--- config.mk ---
export PLATFORM = sky130hd
export DESIGN_NAME = sd_sector_seq
export DESIGN_NICKNAME = d
export VERILOG_FILES = /design/src/rtl/sd_sector_seq.sv
export SDC_FILE = /design/constraint.sdc
export NUM_CORES = 1
export LEC_CHECK = 0
export BUFFER_PORTS_ARGS = -buffer_cell sky130_fd_sc_hd__buf_2
export CORE_ASPECT_RATIO = 2
export CORE_MARGIN = 10
export CORE_UTILIZATION = 30
export CTS_BUF_LIST = sky130_fd_sc_hd__clkbuf_4 sky130_fd_sc_hd__clkbuf_8
export CTS_CLUSTER_SIZE = 10
export DETAILED_ROUTE_END_ITERATION = 6
export HOLD_SLACK_MARGIN = 0.06
export PLACE_DENSITY = 0.47
export SLEW_MARGIN = 20
export SYNTH_ARGS = -nofsm -noshare
export SYNTH_HDL_FRONTEND = slang
export SYNTH_SLANG_ARGS = --single-unit
--- constraint.sdc ---
create_clock -name clk -period 4.2 [get_ports clk]
set_clock_uncertainty 0.2 [all_clocks]
set_input_delay 0.84 -clock clk [delete_from_list [all_inputs] [get_ports clk]]
set_output_delay 0.84 -clock clk [all_outputs]
set_load 0.01 [all_outputs]
--- src/rtl/sd_sector_seq.sv ---
// sd_sector_seq
// Command sequencer placed in front of the SD SPI engine. It turns host
// requests (initialise card, read N sectors, write N sectors) into the engine's
// level-sensitive request/acknowledge protocol. A multi-sector transfer is sent
// as a series of single-sector commands, and the block address goes up by one
// for each sector.
//
// Ports
//   clk, rst_n            system clock, asynchronous active-low reset
//   start_init            host: initialise card (sampled in IDLE)
//   rd_req / wr_req       host: multi-sector read / write (sampled in IDLE)
//   req_sec[31:0]         host: starting block address, captured on accept
//   req_cnt[15:0]         host: sector count, captured on accept
//   busy                  high from accept until the done pulse
//   done                  one-cycle completion pulse
//   err                   sticky error, cleared by the next accept
//   card_ready            card initialised
//   sectors_done[15:0]    sectors completed in the current/last request
//   sd_init/sd_ren/sd_wen engine requests (at most one high at a time)
//   sec[31:0]             engine block address of the current sector
//   fifo_busy             acknowledge to engine, returns it to idle
//   init_ok/rd_ok/wr_ok   engine completions (sd_ck domain, synchronised here)
//   dbg_state[2:0]        current FSM state encoding
//
// Engine handshake:
//   The sequencer raises one request (sd_init, sd_ren or sd_wen) and holds it
//   until the matching *_ok is seen high after synchronisation. It then drops
//   the request and raises fifo_busy. fifo_busy stays high for at least
//   BUSY_HOLD cycles and, for reads and writes, until *_ok is seen low again.
//   A request and fifo_busy are never high in the same cycle.
module sd_sector_seq #(
  parameter int unsigned BUSY_HOLD   = 24,
  parameter int unsigned TIMEOUT_CYC = 24'hFF_FFFF
) (
  input  logic        clk,
  input  logic        rst_n,
  input  logic        start_init,
  input  logic        rd_req,
  input  logic        wr_req,
  input  logic [31:0] req_sec,
  input  logic [15:0] req_cnt,
  output logic        busy,
  output logic        done,
  output logic        err,
  output logic        card_ready,
  output logic [15:0] sectors_done,
  output logic        sd_init,
  output logic        sd_ren,
  output logic        sd_wen,
  output logic [31:0] sec,
  output logic        fifo_busy,
  input  logic        init_ok,
  input  logic        rd_ok,
  input  logic        wr_ok,
  output logic [2:0]  dbg_state
);

  typedef enum logic [2:0] {
    S_IDLE  = 3'd0,
    S_INIT  = 3'd1,
    S_ISSUE = 3'd2,
    S_WAIT  = 3'd3,
    S_ACK   = 3'd4,
    S_DROP  = 3'd5,
    S_NEXT  = 3'd6,
    S_FIN   = 3'd7
  } state_t;

  typedef enum logic [1:0] {
    OP_INIT = 2'd0,
    OP_RD   = 2'd1,
    OP_WR   = 2'd2
  } op_t;

  // Counter reload values. One down-counter serves both the completion
  // timeout and the fifo_busy hold time, because the two never overlap.
  localparam logic [31:0] TMO_LOAD  = 32'(TIMEOUT_CYC - 32'd1);
  localparam logic [31:0] HOLD_LOAD = 32'(BUSY_HOLD - 32'd1);

  // ---------------------------------------------------------------------------
  // Two-flop synchronisers. The *_ok inputs change on sd_ck edges.
  // ---------------------------------------------------------------------------
  logic init_ok_m, rd_ok_m, wr_ok_m;
  logic init_ok_s, rd_ok_s, wr_ok_s;

  always_ff @(posedge clk or negedge rst_n) begin
    if (!rst_n) begin
      init_ok_m <= 1'b0;
      rd_ok_m   <= 1'b0;
      wr_ok_m   <= 1'b0;
      init_ok_s <= 1'b0;
      rd_ok_s   <= 1'b0;
      wr_ok_s   <= 1'b0;
    end else begin
      init_ok_m <= init_ok;
      rd_ok_m   <= rd_ok;
      wr_ok_m   <= wr_ok;
      init_ok_s <= init_ok_m;
      rd_ok_s   <= rd_ok_m;
      wr_ok_s   <= wr_ok_m;
    end
  end

  // ---------------------------------------------------------------------------
  // State and registered outputs
  // ---------------------------------------------------------------------------
  state_t      state, state_d;
  op_t         op, op_d;
  logic [31:0] base_sec, base_sec_d;
  logic [15:0] cnt, cnt_d;
  logic [15:0] sectors_done_d;
  logic [31:0] tmr, tmr_d;
  logic        abort, abort_d;
  logic        busy_d, done_d, err_d, card_ready_d;
  logic        sd_init_d, sd_ren_d, sd_wen_d, fifo_busy_d;
  logic [31:0] sec_d;
  logic        op_ok_s;

  // Completion flag of the read/write currently being handled.
  assign op_ok_s   = (op == OP_RD) ? rd_ok_s : wr_ok_s;
  assign dbg_state = state;

  always_comb begin
    state_d        = state;
    op_d           = op;
    base_sec_d     = base_sec;
    cnt_d          = cnt;
    sectors_done_d = sectors_done;
    tmr_d          = tmr;
    abort_d        = abort;
    busy_d         = busy;
    done_d         = 1'b0;
    err_d          = err;
    card_ready_d   = card_ready;
    sd_init_d      = sd_init;
    sd_ren_d       = sd_ren;
    sd_wen_d       = sd_wen;
    sec_d          = sec;
    fifo_busy_d    = fifo_busy;

    case (state)
      S_IDLE: begin
        if (start_init) begin
          // Initialisation always reruns, even on a card that is already ready.
          op_d           = OP_INIT;
          base_sec_d     = req_sec;
          cnt_d          = req_cnt;
          busy_d         = 1'b1;
          err_d          = 1'b0;
          abort_d        = 1'b0;
          sectors_done_d = 16'd0;
          card_ready_d   = 1'b0;
          sd_init_d      = 1'b1;
          tmr_d          = TMO_LOAD;
          state_d        = S_INIT;
        end else if (rd_req || wr_req) begin
          op_d           = rd_req ? OP_RD : OP_WR;
          base_sec_d     = req_sec;
          cnt_d          = req_cnt;
          busy_d         = 1'b1;
          err_d          = 1'b0;
          abort_d        = 1'b0;
          sectors_done_d = 16'd0;
          if (!card_ready) begin
            err_d   = 1'b1;
            state_d = S_FIN;
          end else if (req_cnt == 16'd0) begin
            state_d = S_FIN;
          end else begin
            state_d = S_ISSUE;
          end
        end
      end

      S_INIT: begin
        if (init_ok_s) begin
          // init_ok stays high afterwards, so the acknowledge skips DROP.
          sd_init_d    = 1'b0;
          card_ready_d = 1'b1;
          fifo_busy_d  = 1'b1;
          tmr_d        = HOLD_LOAD;
          state_d      = S_ACK;
        end else if (tmr == 32'd0) begin
          sd_init_d   = 1'b0;
          err_d       = 1'b1;
          abort_d     = 1'b1;
          fifo_busy_d = 1'b1;
          tmr_d       = HOLD_LOAD;
          state_d     = S_ACK;
        end else begin
          tmr_d = tmr - 32'd1;
        end
      end

      S_ISSUE: begin
        // The address wraps modulo 2^32.
        sec_d    = base_sec + {16'd0, sectors_done};
        sd_ren_d = (op == OP_RD);
        sd_wen_d = (op == OP_WR);
        tmr_d    = TMO_LOAD;
        state_d  = S_WAIT;
      end

      S_WAIT: begin
        if (op_ok_s) begin
          sd_ren_d    = 1'b0;
          sd_wen_d    = 1'b0;
          fifo_busy_d = 1'b1;
          tmr_d       = HOLD_LOAD;
          state_d     = S_ACK;
        end else if (tmr == 32'd0) begin
          // Stalled engine: abort, but still send one acknowledge pulse.
          sd_ren_d    = 1'b0;
          sd_wen_d    = 1'b0;
          err_d       = 1'b1;
          abort_d     = 1'b1;
          fifo_busy_d = 1'b1;
          tmr_d       = HOLD_LOAD;
          state_d     = S_ACK;
        end else begin
          tmr_d = tmr - 32'd1;
        end
      end

      S_ACK: begin
        if (tmr == 32'd0) begin
          if (op == OP_INIT || abort) begin
            fifo_busy_d = 1'b0;
            state_d     = S_FIN;
          end else begin
            // fifo_busy stays high in DROP until the ok line is seen low.
            tmr_d   = TMO_LOAD;
            state_d = S_DROP;
          end
        end else begin
          tmr_d = tmr - 32'd1;
        end
      end

      S_DROP: begin
        if (!op_ok_s) begin
          fifo_busy_d    = 1'b0;
          sectors_done_d = sectors_done + 16'd1;
          state_d        = S_NEXT;
        end else if (tmr == 32'd0) begin
          err_d   = 1'b1;
          abort_d = 1'b1;
          tmr_d   = HOLD_LOAD;
          state_d = S_ACK;
        end else begin
          tmr_d = tmr - 32'd1;
        end
      end

      S_NEXT: begin
        if (sectors_done == cnt) begin
          state_d = S_FIN;
        end else begin
          state_d = S_ISSUE;
        end
      end

      S_FIN: begin
        done_d  = 1'b1;
        busy_d  = 1'b0;
        state_d = S_IDLE;
      end

      default: begin
        state_d = S_IDLE;
      end
    endcase
  end

  always_ff @(posedge clk or negedge rst_n) begin
    if (!rst_n) begin
      state        <= S_IDLE;
      op           <= OP_INIT;
      base_sec     <= 32'd0;
      cnt          <= 16'd0;
      sectors_done <= 16'd0;
      tmr          <= 32'd0;
      abort        <= 1'b0;
      busy         <= 1'b0;
      done         <= 1'b0;
      err          <= 1'b0;
      card_ready   <= 1'b0;
      sd_init      <= 1'b0;
      sd_ren       <= 1'b0;
      sd_wen       <= 1'b0;
      sec          <= 32'd0;
      fifo_busy    <= 1'b0;
    end else begin
      state        <= state_d;
      op           <= op_d;
      base_sec     <= base_sec_d;
      cnt          <= cnt_d;
      sectors_done <= sectors_done_d;
      tmr          <= tmr_d;
      abort        <= abort_d;
      busy         <= busy_d;
      done         <= done_d;
      err          <= err_d;
      card_ready   <= card_ready_d;
      sd_init      <= sd_init_d;
      sd_ren       <= sd_ren_d;
      sd_wen       <= sd_wen_d;
      sec          <= sec_d;
      fifo_busy    <= fifo_busy_d;
    end
  end

endmodule

==> results of run 1 <==
-- cells in the mapped netlist, types with 18 or more instances --
library cell | count | area share (%)
nand3_1 | 18 | 1.1
o21ai_0 | 71 | 4.5
ha_1 | 18 | 2.8
nor2_1 | 59 | 2.8
nor3_1 | 18 | 1.1
a21oi_1 | 48 | 3.0
dfrtp_1 | 148 | 47
nand2_1 | 221 | 10
inv_1 | 19 | 0.90
clkbuf_1 | 24 | 1.1
xor2_1 | 20 | 2.2
xnor2_1 | 42 | 4.7
-- per-layer routing --
| layer | up-vias | track usage [%] | wire length, um |
|---|---|---|---|
| met2 | 138 | 30.2 | 14800 |
| met3 | 38 | 3.26 | 859 |
| met5 | - | 0 | 0 |
| met1 | 3251 | 15.1 | 9200 |
| met4 | 0 | 6.15 | 703 |
| li1 | 3297 | - | - |
-- layout make-up --
type                    count  area share [%]
multi-input cells         683            42.4
flip-flops and latches    148            39.6
repair buffers            126            7.27
well taps                 344            4.61
clock buffers              23            3.19
clock inverters             9            2.12
inverters                  19           0.763
diodes                      1          0.0268
-- power groups by stage --
| stage | combinational [mW] | sequential, mW | clock [mW] |
|---|---|---|---|
| 2_1_floorplan | 1.71 | 2.37 | 0 |
| 3_3_place_gp | 2.53 | 2.44 | 0 |
| 3_5_place_dp | 2.55 | 2.44 | 0 |
| 4_1_cts | 2.56 | 2.42 | 1.44 |
| 5_1_grt | 2.83 | 2.49 | 1.49 |
| 6_report | 2.50 | 2.42 | 1.40 |
-- worst paths after layout --
check / slack (ns) / end / from
max in group asynchronous: 2.89 / cnt[6]$_DFFE_PN0P_ / rst_n
min in group clk: 0.15 / wr_ok_s$_DFF_PN0_ / wr_ok_m$_DFF_PN0_
max reg2reg: 0.79 / tmr[20]$_DFFE_PN0P_ / tmr[0]$_DFFE_PN0P_
min: 0.13 / tmr[0]$_DFFE_PN0P_ / rst_n
min reg2reg: 0.15 / wr_ok_s$_DFF_PN0_ / wr_ok_m$_DFF_PN0_
max: 0.79 / tmr[20]$_DFFE_PN0P_ / tmr[0]$_DFFE_PN0P_
-- state kept, by name, indices dropped and copies added, names as in the netlist, 2 cells and up --
name          cells
op                2
sec              32
cnt              16
dbg_state         3
sectors_done     16
tmr              32
base_sec         32
-- critical path: cells and delay by family (launching register included) --
family / cells / cell delay [ns]
AOI/OAI and AO/OA: 2 / 0.24
adders and majority gates: 1 / 0.17
buffers and inverters: 1 / 0.09
DFF: 1 / 0.41
and+or+nand+nor: 5 / 2.16
-- cells by family after synthesis --
| kind of cell | count (synthesis) | share of synthesized area [%] |
|---|---|---|
| buffers and inverters | 52 | 3.20 |
| AND/OR/NAND/NOR | 411 | 24.4 |
| XOR/XNOR | 62 | 6.87 |
| adder cells (fa/ha/maj) | 19 | 3.10 |
| flip-flops | 148 | 46.9 |
| AO/OA/AOI/OAI | 191 | 15.6 |
==> metrics.cfg, run 1 <==
[clock_network]
path_clk_slew_ns=0.09
cts_made_buffers=17
cts_resized=0
cts_num_sinks=148
cts-root-buf=clkbuf_8
clock_path_buffers=2
insertion_delay_ns=0.48
holdBufCountCts=0
cts_tree=built
cts_max_level=4
cts_setup_buffers=0

[logic_synthesis]
ys_ff_latch=148
synth_cells=883
ys.flop_type=dfrtp_1
netlist_area_um2=7900
ys_warn_count=0
ys_types=59
ys_seq_area_share_pct=46.9
synth.net_count=958
avgSynthCellArea_um2=8.95
synth-edff-count=0
ys_async_sr_fraction_pct=100

[finish]
multi_input_area_um2=3960
post-route-util_pct=35.7
syn_to_final_growth_pct=18.3
regArea_um2=3700
drive_above_1_share_pct=18.8
layout_common_cells=nand2_1 (221), dfrtp_1 (148), buf_2 (113), o21ai_0 (71), nor2_1 (59)
final_common_cell=nand2_1
final_nets=1070
fin_cells=1353
fillers=2764
fin_area_um2=9350

[critical_path]
critical_path_arrival_ns=3.54
slowest_delay_ns=0.92
crit_type=flop to flop
crit_path_max_fanout=20
start_kind=flop
r2r_cells=9
crit_required_ns=4.33
critPathSlowestCell=and3_1
crit_chain=inv_1 -> ha_1 -> or3b_1 -> nor4_4 -> and4_1 -> a21oi_1 -> o22ai_1 -> and3_1 -> nor3_1
end_kind=flop

[place]
dp_hpwl_um=19700
io_buffers=114
gp_congestion=0.858
pre_cts_slack_ns=0.760
placedCellCount=1320
place_area_um2=8850

[route]
drtIter0Drc=404
viasPerCell=4.97
antenna_left=0
wl_um=25600
drt_pass1_iterations=5
vias=6724
drc=0
wl_per_cell_um=18.9

[floorplanning]
dieArea_um2=33600
ioPinCount=115
die_h_um=250
core_um2=26200
die-width_um=135
rows=84
start_util_pct=30.2

[global_routing]
grt_overflow_total=0
grt_pass1_wl_um=40500
first_global_vias=7064
grt_max_degree=64
grt_usage_pct=15.5
antenna_found_initial=1

[sta]
setup_viol=0
fin_crit_sh_pct=81.2
rsz0062_at_grt=no
period_minus_slack_ns=3.41
slew-limit-headroom_pct=26.3
worst_pin_slew_ns=1.11
whs_ns=0.134
setup_ws_ns=0.788
fmaxAchievable_mhz=293
finalSetupTns_ns=0
drv_slew=0
hold_violations=0

[outcome]
status=complete, no violations

[power_and_ir_drop]
p_switching_mw=2.63
ir_drop_uv=283
p_int_mw=3.68
seq_power_share_pct=38.3
share_comb_of_total_power_pct=39.6
p_leak_nw=4.29
clockPowerShare_pct=22.2
power.density_nw_per_um2=676
p_sw_share_pct=41.7
finalPower_mw=6.32

[hold_path]
hp-class=input pin to async pin

[flow_run]
maxCapViolations=0

No activity file was read; power rests on OpenSTA's default activity.
==> inputs of run 2 (changes only) <==
PLACE_DENSITY = 0.49   (was 0.47)
clock period = 2.7 ns   (was 4.2 ns; I/O delays follow)
==> metrics.cfg, run 2 (synthesis results as in run 1) <==
[clock_network]
insertion_delay_ns=0.48  ; about the same
cts_tree=built  ; unchanged
cts-root-buf=clkbuf_8  ; unchanged
cts_num_sinks=148  ; unchanged
cts_made_buffers=17  ; unchanged
clock_path_buffers=2  ; unchanged
cts_max_level=4  ; unchanged
path_clk_slew_ns=0.09  ; about the same

[power_and_ir_drop]
clockPowerShare_pct=17.4  ; was 22.2%
share_comb_of_total_power_pct=48.6  ; was 39.6%
ir_drop_uv=474  ; was 283 uV
p_sw_share_pct=41.7  ; about the same
p_leak_nw=5.03  ; was 4.29 nW
seq_power_share_pct=34.0  ; was 38.3%
p_switching_mw=4.50  ; was 2.63 mW
p_int_mw=6.28  ; was 3.68 mW
power.density_nw_per_um2=983  ; was 676 nW/um2
finalPower_mw=10.8  ; was 6.32 mW

[place]
io_buffers=114  ; unchanged
dp_hpwl_um=20400  ; was 19700 um
gp_congestion=0.911  ; was 0.858
place_area_um2=9680  ; was 8850 um2
placedCellCount=1420  ; was 1320

[finish]
fillers=2642  ; was 2764
final_nets=1225  ; was 1070
fin_area_um2=11000  ; was 9350 um2
multi_input_area_um2=4280  ; was 3960 um2
final_common_cell=nand2_1  ; unchanged
fin_cells=1508  ; was 1353
post-route-util_pct=41.9  ; was 35.7%
drive_above_1_share_pct=29.5  ; was 18.8%
regArea_um2=3700  ; unchanged
reg_top3=base_sec (32), sec (32), tmr (32)  ; unchanged
layout_common_cells=nand2_1 (220), dfrtp_1 (148), buf_2 (113), buf_4 (109), o21ai_0 (64)  ; was nand2_1 (221), dfrtp_1 (148), buf_2 (113), o21ai_0 (71), nor2_1 (59)
syn_to_final_growth_pct=38.8  ; was 18.3%

[critical_path]
critical_path_arrival_ns=2.89  ; was 3.54 ns
crit_type=flop to flop  ; unchanged
end_kind=flop  ; unchanged
crit_required_ns=2.87  ; was 4.33 ns
start_kind=flop  ; unchanged
crit_chain=inv_2 -> ha_4 -> or3b_4 -> nor4_4 -> nand4_1 -> buf_4 -> o211ai_4 -> buf_6 -> a21oi_4 -> or3b_1  ; was inv_1 -> ha_1 -> or3b_1 -> nor4_4 -> and4_1 -> a21oi_1 -> o22ai_1 -> and3_1 -> nor3_1
critPathSlowestCell=dfrtp_1  ; was and3_1
slowest_delay_ns=0.39  ; was 0.92 ns
crit_path_max_fanout=4  ; was 20

[route]
drtIter0Drc=368  ; was 404
wl_per_cell_um=18.0  ; was 18.9 um
drt_pass1_iterations=5  ; unchanged
antenna_left=0  ; unchanged
vias=7412  ; was 6724
viasPerCell=4.92  ; was 4.97
drc=0  ; unchanged
wl_um=27200  ; was 25600 um

[sta]
slew-limit-headroom_pct=43.8  ; was 26.3%
worst_pin_slew_ns=0.843  ; was 1.11 ns
period_minus_slack_ns=2.73  ; was 3.41 ns
finalSetupTns_ns=-0.0303  ; was 0 ns
fmaxAchievable_mhz=367  ; was 293 MHz
setup_viol=3  ; was 0
setup_ws_ns=-0.0260  ; was 0.788 ns
drv_slew=0  ; unchanged
rsz0062_at_grt=yes  ; was no
fin_crit_sh_pct=101  ; was 81.2%
hold_violations=0  ; unchanged

[outcome]
violations=setup timing
status=finished, violations left  ; was complete, no violations

[global_routing]
first_global_vias=7876  ; was 7064
grt_pass1_wl_um=41900  ; was 40500 um
antenna_found_initial=1  ; unchanged
grt_overflow_total=0  ; unchanged
grt_usage_pct=15.9  ; was 15.5%
grt_max_degree=62  ; was 64

[floorplanning]
ioPinCount=115  ; unchanged
dieArea_um2=33600  ; unchanged
die_h_um=250  ; unchanged
core_um2=26200  ; unchanged
rows=84  ; unchanged
start_util_pct=30.2  ; unchanged
die-width_um=135  ; unchanged

[hold_path]
hp-class=input pin to flop  ; was input pin to async pin

[flow_run]
maxCapViolations=0  ; unchanged

-- run 2: power by group through the flow --
stage	Combinational [mW]	Clock (mW)	Sequential (mW)
6_report	5.24	1.87	3.67
5_1_grt	5.80	2.01	3.77
4_1_cts	4.88	1.94	3.66
3_5_place_dp	4.80	0	3.69
3_3_place_gp	4.75	0	3.69
2_1_floorplan	2.67	0	3.68
-- run 2: final cells by class --
class,count,area share (%)
clock buffer,20,2.40
tap,344,3.92
clock inverter,12,1.43
inverter,19,0.650
timing repair buffer,280,18.8
multi-input combinational,684,39.1
antenna,1,0.0228
sequential,148,33.8
-- run 2: critical path: cells and delay by family, from the launching register on --
family / cells / cell delay [ns]
flops: 1 / 0.39
simple gates: 4 / 1.20
compound gates: 2 / 0.29
buf+inv: 3 / 0.43
fa+ha+maj: 1 / 0.12
-- run 2: worst paths after layout --
check / startpoint / end / slack [ns] / depth (start not counted)
max in group asynchronous: rst_n / base_sec[6]$_DFFE_PN0P_ / 1.24 / 3
hold / removal: req_cnt[2] / cnt[2]$_DFFE_PN0P_ / 0.09 / 3
setup reg to reg: tmr[0]$_DFFE_PN0P_ / tmr[4]$_DFFE_PN0P_ / -0.03 / 10
min in group asynchronous: rst_n / sec[20]$_DFFE_PN0P_ / 0.34 / 2
setup / recovery: tmr[0]$_DFFE_PN0P_ / tmr[4]$_DFFE_PN0P_ / -0.03 / 10
hold reg to reg: rd_ok_m$_DFF_PN0_ / rd_ok_s$_DFF_PN0_ / 0.16 / 0
-- run 2: through the flow --
step	hold slack, ns	worst slack (ns)
3_5_place_dp	0.142	-0.0760
3_3_place_gp	0.144	-0.0609
4_1_cts	0.0610	-0.00485
6_report	0.0887	-0.0260
2_1_floorplan	0.0444	-0.00525
5_1_grt	0.0835	-0.147
-- run 2: metal layers --
metal | routed length (um) | track usage (%)
met1 | 9860 | 15.5
met2 | 15800 | 30.9
met3 | 725 | 3.00
met4 | 757 | 6.59
met5 | 0 | 0
-- run 2: timing repair --
item,CTS,global route
hold buffers,42,0
cloned,0,3
pin swaps,1,30
gates resized for setup,11,59
hold endpoints to repair,80,0
buffers inserted,0,10
setup endpoints to repair,41,45
